[src/rtl/instr_loader.sv]
// Boot-time instruction loader: packs UART bytes MSB-first into words
// and writes them to consecutive instruction-memory addresses.
module instr_loader #(
    parameter int                    DATA_WIDTH = 32,
    parameter int                    MEM_DEPTH  = 64,
    parameter logic [DATA_WIDTH-1:0] HALT_WORD  = 32'hFFFF_FFFF
) (
    input  logic                  i_clock,
    input  logic                  i_reset,
    input  logic                  i_start,
    input  logic [7:0]            i_rx_data,
    input  logic                  i_rx_valid,
    output logic [DATA_WIDTH-1:0] o_instruccion,
    output logic [DATA_WIDTH-1:0] o_address,
    output logic                  o_loading,
    output logic                  o_busy,
    output logic                  o_done,
    output logic                  o_overflow
);

    localparam int AW = (MEM_DEPTH > 1) ? $clog2(MEM_DEPTH) : 1;

    typedef enum logic [2:0] {
        IDLE,
        RECV,
        WRITE,
        DONE,
        ERROR
    } state_t;

    state_t        state;
    logic [23:0]   asm_q;
    logic [1:0]    cnt;
    logic [AW-1:0] idx;
    logic [31:0]   word;
    logic          last_idx;
    logic          accept;

    assign word     = {asm_q, i_rx_data};
    assign last_idx = (idx == AW'(MEM_DEPTH - 1));
    assign accept   = i_rx_valid && (state == RECV || state == WRITE);

    always_ff @(posedge i_clock or negedge i_reset) begin
        if (!i_reset) begin
            state         <= IDLE;
            asm_q         <= '0;
            cnt           <= '0;
            idx           <= '0;
            o_instruccion <= '0;
            o_address     <= '0;
            o_loading     <= 1'b0;
            o_busy        <= 1'b0;
            o_done        <= 1'b0;
            o_overflow    <= 1'b0;
        end else begin
            o_loading <= 1'b0;
            // A start outranks any byte in the same cycle; the byte is dropped.
            if (i_start) begin
                state      <= RECV;
                cnt        <= '0;
                idx        <= '0;
                o_busy     <= 1'b1;
                o_done     <= 1'b0;
                o_overflow <= 1'b0;
            end else begin
                if (accept) begin
                    asm_q <= word[23:0];
                    cnt   <= cnt + 2'd1;
                end
                case (state)
                    RECV: begin
                        if (i_rx_valid && cnt == 2'd3) begin
                            o_instruccion <= DATA_WIDTH'(word);
                            o_address     <= DATA_WIDTH'({idx, 2'b00});
                            o_loading     <= 1'b1;
                            state         <= WRITE;
                        end
                    end
                    WRITE: begin
                        if (o_instruccion == HALT_WORD) begin
                            state  <= DONE;
                            o_busy <= 1'b0;
                            o_done <= 1'b1;
                        end else if (last_idx) begin
                            state      <= ERROR;
                            o_busy     <= 1'b0;
                            o_overflow <= 1'b1;
                        end else begin
                            state <= RECV;
                            idx   <= idx + AW'(1);
                        end
                    end
                    default: begin
                    end
                endcase
            end
        end
    end

endmodule
[config.mk]
export PLATFORM = sky130hd
export DESIGN_NAME = instr_loader
export DESIGN_NICKNAME = d
export VERILOG_FILES = /design/src/rtl/instr_loader.sv
export SDC_FILE = /design/constraint.sdc
export NUM_CORES = 1
export LEC_CHECK = 0
export ABC_AREA = 1
export BUFFER_PORTS_ARGS = -buffer_cell sky130_fd_sc_hd__buf_2
export CAP_MARGIN = 20
export CORE_MARGIN = 1.5
export CORE_UTILIZATION = 49
export CTS_CLUSTER_DIAMETER = 60
export DETAILED_ROUTE_END_ITERATION = 10
export GPL_TIMING_DRIVEN = 1
export PLACE_DENSITY = 0.79
export SYNTH_ARGS = -nofsm -noshare
export SYNTH_HDL_FRONTEND = slang
export SYNTH_SLANG_ARGS = --single-unit
export TNS_END_PERCENT = 30
[constraint.sdc]
create_clock -name i_clock -period 1.4 [get_ports i_clock]
set_clock_uncertainty 0.15 [all_clocks]
set_input_delay 0.07 -clock i_clock [delete_from_list [all_inputs] [get_ports i_clock]]
set_output_delay 0.07 -clock i_clock [all_outputs]
set_load 0.02 [all_outputs]
==> metrics.cfg, run 1 <==
[route]
wirelength_um=8571
routed_via_density=4.896
via_count=3011
routedWlPerCell_um=13.94
drcViolationCount=0
ant_nets=0
dr.pass1.iters=5
drt_iter0_drc=217

[clocking]
cts_root_buf=clkbuf_8
cts_sinks=77
cts.clk_slew.worst_paths_ps=70
numCtsBuffers=9
cts_tree=built
clock_path_buffers=2
ctsHoldBuffers=11
clock_latency_ps=350
htree_levels=3

[power_and_ir_drop]
p_per_area_nw_per_um2=1344
peakVddDrop_uv=655.3
power_mw=6.515
p_leak_nw=2.569

[layout]
antennaDiodeCount=0
final_cells=615
drive_gt1_frac=0.3854
syn2layout_area_growth_pct=36.35
final_nets=529

[global_route]
grt_max_degree=30
antenna_found_initial=0
grtUsageMet3=0.03676
grt_use_met1=0.3130
grtUsageTotal=0.2425
met2_usage=0.3990
globalRouteOverflowTotal=0
grt_busiest_layer=met2
grt_pass1_wl_um=14200
grt_pass1_vias=2991

[place]
placedCellCount=579
hpwl_um=5308
io_buffers=53
gp_congestion=0.8511

[setup_path]
critPathRequiredTime_ps=1490
cp-end-kind=flop
crit_type=flop to flop
path_max_fanout=8
cp.arrival_ps=1690
cp-start-kind=flop

[timing]
layout_setup_ws_ps=-194.5
max_clock_freq_mhz=627.1
period_share=1.139
period_minus_slack_ps=1595
hold_viol=2
slew_viol_final=0
rsz0062_at_grt=true
setup_viol=74
holdWs_ps=-48.49

[floorplanning]
io_pins=80
die_y_um=88.19
start_util=0.5149
coreArea_um2=6907
dieArea_um2=7777
row_count=30
die_x_um=88.19

[hold_path]
min_path_type=input port to flop

[yosys]
syn_area_um2=3556
synth-seq-cells=77
yosys_most_used_dff=dfrtp_1
postSynthCellCount=392
ys_types=26
ys_async_sr_fraction=1.000
synth.yosys.seq_area_share=0.5419
ys_warn_count=0
synth_edf_count=0
post_synth.cell_area_avg_um2=9.071

[flow_run]
cap_violations=0

[status]
violations=negative hold slack, negative setup slack
outcome=complete, but fails checks

[what timing repair did]
item                                    in CTS  in global routing
pin swaps                                    9                  7
buffers inserted                             3                  3
hold endpoints to repair                   102                  2
endpoints found under the setup margin      76                 77
gates resized for setup                     31                 15
cloned                                       4                  1
[power by group]
part / switching [mW] / total, mW / internal, mW
combinational: 1.10 / 1.91 / 0.801
sequential: 0.286 / 2.95 / 2.67
clock: 0.794 / 1.66 / 0.864
total: 2.18 / 6.51 / 4.33
[cells by family after synthesis]
family	Yosys count	share of synthesized area
AO/OA/AOI/OAI	61	0.1144
buffers and inverters	75	0.1263
other	1	0.001055
flip-flops	77	0.5419
AND/OR/NAND/NOR	174	0.2044
adder cells (fa/ha/maj)	2	0.007036
XOR/XNOR	2	0.004927
[synth_stat cells (2+ instances only)]
library cell    n  area share
o21ai_1        26       0.037
nand2_1       132        0.14
inv_1          31       0.033
buf_6           6       0.019
inv_2           3      0.0032
nand3_2         3      0.0084
nand2_2         3      0.0053
nor2_1         18       0.019
buf_4          31       0.065
nand3_1         8       0.011
buf_2           3      0.0042
dfrtp_1        77        0.54
nand4_1         6       0.011
nor3_2          2      0.0056
a21oi_1         4      0.0056
o21ai_0         3      0.0042
ha_1            2      0.0070
o21ai_2        26       0.064
[cells in the final DEF (no fill, tap or decap), drive strengths merged, types with 2 or more instances in the layout]
cell type and n:
clkbuf 14, a21oi 4, nor3 2, nand2 135
buf 115, ha 2, nor2 19, nand3 11
dfrtp 77, inv 35, dlygate4sd3 11, conb 26
o21ai 55, nand4 6
[final timing paths]
| path | end | slack [ps] | from | cells after the start |
|---|---|---|---|---|
| max in group asynchronous | state[2] | 560 | i_reset | 3 |
| max reg2reg | o_instruccion[16] | -190 | state[1] | 7 |
| max | o_instruccion[16] | -190 | state[1] | 7 |
| min reg2reg | o_address[2] | 330 | o_address[2] | 2 |
| min in group asynchronous | o_instruccion[21] | 50 | i_reset | 2 |
| min | cnt[0] | -50 | i_rx_valid | 4 |
[cell type report]
| cell class | instances | area, um^2 |
|---|---|---|
| well taps | 96 | 120.1 |
| multi-input cells | 265 | 1443 |
| repair buffers | 127 | 1030 |
| flip-flops and latches | 77 | 1933 |
| clock inverters | 2 | 35.03 |
| inverters | 35 | 138.9 |
| clock buffers | 13 | 148.9 |
| fillers | 507 | 2058 |
[metrics by stage]
stage	setup TNS, ps	worst slack (ps)	util	area (um^2)
6_report	-10500	-194.5	0.7020	4848
4_1_cts	-7288	-145.7	0.6873	4747
3_5_place_dp	-7066	-152.6	0.6112	4222
2_1_floorplan	-2545	-70.94	-	3692
5_1_grt	-15610	-267.6	0.7020	4848
3_3_place_gp	-4729	-101.7	0.6112	4222
[state kept, by name (all words and copies together), names as in the netlist, 2 cells and up]
register	count
asm_q	24
cnt	2
o_instruccion	32
idx	6
o_address	6
state	3
[worst max-delay path, cell delays in order, from the launching register on]
cell and delay, ps:
dfrtp_1 440, nor3_4 240, nand2_2 100, nor2_4 160, inv_8 100, buf_12 150
nand2_1 80, o21ai_2 60
[metal layers]
| metal | share of wire | wire length [um] | up-vias |
|---|---|---|---|
| li1 | - | - | 1435 |
| met5 | 0 | 0 | - |
| met1 | 0.42 | 3617 | 1442 |
| met3 | 0.053 | 453 | 19 |
| met2 | 0.50 | 4301 | 115 |
| met4 | 0.023 | 199 | 0 |
Power figures use the tool's default switching activity.
==> run 2, diff against run 1 <==
Settings changed: CELL_PAD_IN_SITES_DETAIL_PLACEMENT set to 2, CELL_PAD_IN_SITES_GLOBAL_PLACEMENT set to 2, CORE_UTILIZATION 49 to 29, HOLD_SLACK_MARGIN set to 0.05, PLACE_DENSITY 0.79 to 0.78, SETUP_SLACK_MARGIN set to 0.15.
==> metrics.cfg, run 2 (synthesized netlist as in run 1, its figures left out) <==
[status]
outcome=complete, but fails checks
violations=negative setup slack

[global_route]
grtUsageTotal=0.1845
antenna_found_initial=0
grt_pass1_wl_um=18250
grt_pass1_vias=3407
grt_max_degree=37
globalRouteOverflowTotal=0

[floorplanning]
die_x_um=113.7
coreArea_um2=11960
row_count=40
start_util=0.2973
io_pins=80
die_y_um=113.7
dieArea_um2=12930

[power_and_ir_drop]
power_mw=7.407
p_per_area_nw_per_um2=1440
p_leak_nw=2.586
peakVddDrop_uv=585.4

[timing]
setup_viol=77
layout_setup_ws_ps=-316.4
max_clock_freq_mhz=582.6
hold_viol=0
final.setup.tns_ps=-18200
period_share=1.226
period_minus_slack_ps=1716
rsz0062_at_grt=true
slew_viol_final=0

[route]
routed_via_density=4.630
ant_nets=0
via_count=3093
drcViolationCount=0
wirelength_um=13060
drt_iter0_drc=96
routedWlPerCell_um=19.55
dr.pass1.iters=4

[setup_path]
r2r_slack_ps=-320
cp.arrival_ps=1780
r2r_cells=7
cp-end-kind=flop
critPathMaxStageDelay_ps=430
cp_top_family=simple AND/OR/NAND/NOR gates
crit_slowest_cell=dfrtp_1
cp_num_buf_inv=2
critPathRequiredTime_ps=1470
crit_type=flop to flop
critPathMostFrequentCell=nand2_2
path_cells=nor3_4, nand2_2, nor2_4, inv_4, buf_12, nand2_2, o21ai_2
worstReg2RegEnd=o_instruccion[14]
cp-start-kind=flop
path_max_fanout=25
worstReg2RegStart=state[2]

[place]
hpwl_um=7227
place_ws_ps=-277.2
placedCellCount=633
gp_congestion=0.7815
io_buffers=53

[layout]
regMostFlops=o_instruccion
final_nets=530
drive_gt1_frac=0.4107
final_cell_mix=nand2_1, dfrtp_1, buf_4, buf_6
reg.largest.list=o_instruccion: 32 flops, asm_q: 24 flops
mostFrequentLayoutCell=nand2_1
antennaDiodeCount=0
syn2layout_area_growth_pct=44.62
largest_reg_flops=32
final_cells=668

[clocking]
numCtsBuffers=9
cts_tree=built
htree_levels=3
clock_path_buffers=2
cts.clk_slew.worst_paths_ps=60
cts_sinks=77
cts_root_buf=clkbuf_16
clock_latency_ps=350

[hold_path]
min_path_type=input port to async pin

[flow_run]
cap_violations=0

-- run 2: cell types whose count changed in the layout (fill, tap and decap cells not counted), sizes merged --
| cell | delta |
|---|---|
| buf | -1 |
| dlygate4sd3 | +2 |
| clkbuf | -2 |
| clkinv | +4 |
| bufinv | -1 |
-- run 2: repair_timing --
item / CTS / global route
hold buffers: 11 / 2
pin swaps: 4 / 1
hold endpoints to repair: 101 / 3
cloned: 0 / 1
setup endpoints to repair: 88 / 101
gates resized for setup: 50 / 67
buffers inserted: 3 / 2
-- run 2: area by class of cell --
| type | instances | area (um^2) |
|---|---|---|
| fill | 1288 | 6819 |
| sequential | 77 | 1932 |
| multi-input combinational | 265 | 1473 |
| timing repair buffer | 128 | 1159 |
| clock buffer | 11 | 232.7 |
| tap | 147 | 183.9 |
| inverter | 35 | 133.9 |
| clock inverter | 5 | 28.78 |
-- run 2: how the worst max path moves through the flow --
| stage | from | endpoint | slack (ps) | cells past startpoint |
|---|---|---|---|---|
| after floorplan | state[0] | o_instruccion[10] | -70 | 8 |
| after CTS | state[1] | asm_q[0] | -210 | 6 |
| after detailed placement | state[0] | o_instruccion[1] | -280 | 8 |
| final | state[2] | o_instruccion[14] | -320 | 7 |
| after global routing | state[2] | o_instruccion[14] | -340 | 7 |
| after global placement | state[0] | o_instruccion[1] | -150 | 8 |
-- run 2: where the power goes --
part	internal [mW]	switching, mW	total (mW)
registers	2.67	0.332	3.00
clock network	1.19	0.981	2.18
logic	0.900	1.33	2.23
total	4.76	2.64	7.41
-- run 2: per-stage QoR --
stage	hold slack (ps)	utilization	area, um^2
finish	6.897	0.4299	5142
CTS	29.64	0.4061	4857
detailed placement	-157.2	0.3591	4295
floorplan	-375.6	-	3692
global placement	-165.0	0.3591	4295
global route	25.86	0.4299	5142
-- run 2: layer usage --
layer	vias up	wire length (um)	track usage
met1	1558	5466	0.2178
met4	0	436	0.06333
met3	28	368	0.03719
li1	1431	-	-
met5	-	0	0
met2	76	6790	0.3337
==> run 3, diff against run 2 <==
Settings changed: ABC_AREA 1 to 0, CORE_UTILIZATION 29 to 32.
==> metrics.cfg, run 3 <==
[status]
violations=negative setup slack
outcome=complete, but fails checks

[clocking]
clock_latency_ps=370
cts_root_buf=clkbuf_8
cts.clk_slew.worst_paths_ps=80
clock_path_buffers=2
numCtsBuffers=9
cts_sinks=77
cts_tree=built
htree_levels=3

[floorplanning]
coreArea_um2=10280
dieArea_um2=11170
start_util=0.3283
die_y_um=105.7
die_x_um=105.7
io_pins=80
row_count=37

[route]
ant_nets=0
dr.pass1.iters=4
drcViolationCount=0
via_count=2438
routedWlPerCell_um=20.30
drt_iter0_drc=44
wirelength_um=10760
routed_via_density=4.600

[power_and_ir_drop]
p_leak_nw=2.570
power_mw=6.942
p_per_area_nw_per_um2=1344
peakVddDrop_uv=944.7

[global_route]
grt_pass1_vias=2817
globalRouteOverflowTotal=0
antenna_found_initial=0
grtUsageTotal=0.1891
grt_pass1_wl_um=15750
grt_max_degree=37

[yosys]
ys_warn_count=0
yosys.area.top_type_share=0.5710
ys_async_sr_fraction=1.000
synth-seq-cells=77
syn_area_um2=3374
netlist_top_cells_count=dfrtp_1, mux2_2, buf_4, nor2_1
post_synth.cell_area_avg_um2=13.72
ys_types=36
synth_edf_count=0
yosysTopAreaCell=dfrtp_1
yosys_most_used_dff=dfrtp_1
postSynthCellCount=246
synth.area.top_cells=dfrtp_1, mux2_2, buf_4, mux2_4, nand4_1
yosysMostFrequentCell=dfrtp_1
synth.yosys.seq_area_share=0.5710

[setup_path]
r2r_cells=5
path_cells=nor2b_2, nand3_2, or3_4, clkbuf_16, mux2_2
cp_num_buf_inv=1
cp_top_family=simple AND/OR/NAND/NOR gates
crit_slowest_cell=or3_4
cp-start-kind=flop
cp-startpoint=state[2]
critPathMaxStageDelay_ps=450
crit_type=flop to flop
worstReg2RegEnd=o_instruccion[4]
path_max_fanout=8
cp-end-kind=flop
worstReg2RegStart=state[2]
r2r_slack_ps=-510
cp.arrival_ps=2010
critPathRequiredTime_ps=1510

[layout]
syn2layout_area_growth_pct=53.02
final_nets=403
multiInputGateArea_um2=1430
regMostFlops=o_instruccion
final_cell_mix=buf_6, dfrtp_1, mux2_2, buf_4, conb_1
fill_cells=1025
reg.largest.list=o_instruccion: 32 flops, asm_q: 24 flops
antennaDiodeCount=0
final_cells=530
drive_gt1_frac=0.6193
mostFrequentLayoutCell=buf_6
seq_area_um2=1939
final_core_util=0.5024
largest_reg_flops=32

[place]
hpwl_um=6226
gp_congestion=0.7459
io_buffers=53
placedCellCount=483

[timing]
period_share=1.362
max_clock_freq_mhz=524.4
slew_viol_final=0
layout_setup_ws_ps=-506.8
period_minus_slack_ps=1907
hold_viol=0
rsz0062_at_grt=true
holdWs_ps=83.57
final.setup.tns_ps=-33090
setup_viol=77

[hold_path]
min_path_type=input port to async pin

[flow_run]
cap_violations=0

[run 3: cell count changes after synthesis, sizes merged, moves of 3 or more]
cell / before / now
buf: 40 / 33
inv: 35 / 3
mux2: 0 / 65
nor2b: 0 / 6
nand2: 135 / 3
nand3: 11 / 5
nand4: 6 / 9
nor2: 19 / 11
and3: 0 / 4
o21ai: 55 / 2
[run 3: worst max-delay path by stage]
stage	end	cells after the start	slack, ps
2_1_floorplan	o_address[2]	6	-400
3_3_place_gp	idx[0]	6	-400
3_5_place_dp	idx[2]	6	-480
4_1_cts	idx[2]	5	-430
5_1_grt	o_done	8	-540
6_report	o_instruccion[4]	5	-510
[run 3: per-stage QoR]
step,setup WS [ps],instance area [um^2]
after CTS,-428.5,4901
final,-506.8,5164
after global placement,-399.5,4144
after floorplan,-402.2,3495
after detailed placement,-483.1,4144
after global routing,-542.1,5164
[run 3: cell type report]
type	instances	area share
tap	136	0.03295
sequential	77	0.3756
clock buffer	12	0.03005
timing repair buffer	141	0.2716
inverter	3	0.002181
clock inverter	4	0.01066
multi-input combinational	157	0.2770
[run 3: logic make-up after synthesis]
logic type,count (synthesis),synth area share
other cells,1,0.001111
simple gates,48,0.08194
mux,67,0.2329
buf+inv,37,0.07749
fa+ha+maj,2,0.007414
flops,77,0.5710
xor+xnor,2,0.005192
compound gates,12,0.02299
[run 3: power breakdown]
part | leakage [nW] | internal [mW] | switching [mW]
registers | 0.985 | 2.64 | 0.336
clock network | 0.103 | 0.932 | 0.888
logic | 1.48 | 1.26 | 0.882
total | 2.57 | 4.84 | 2.11
[run 3: what timing repair did]
| action | 4_1_cts | 5_1_grt |
|---|---|---|
| hold endpoints to repair | 93 | 0 |
| endpoints found under the setup margin | 109 | 109 |
| pin swaps | 16 | 9 |
| gates resized for setup | 112 | 27 |
| buffers inserted | 10 | 7 |
| hold buffers | 9 | 0 |
| cloned | 0 | 5 |
[run 3: worst reg2reg max path, stage by stage (launching register included)]
cell and delay [ps]:
dfrtp_1 410, nor2b_2 190, nand3_2 110, or3_4 450
clkbuf_16 220, mux2_2 280
[run 3: routing by layer]
layer / global-route usage / part of all wire
met1: 0.2009 / 0.37
met5: 0 / 0
met3: 0.05813 / 0.037
met4: 0.04537 / 0.0074
met2: 0.3609 / 0.59
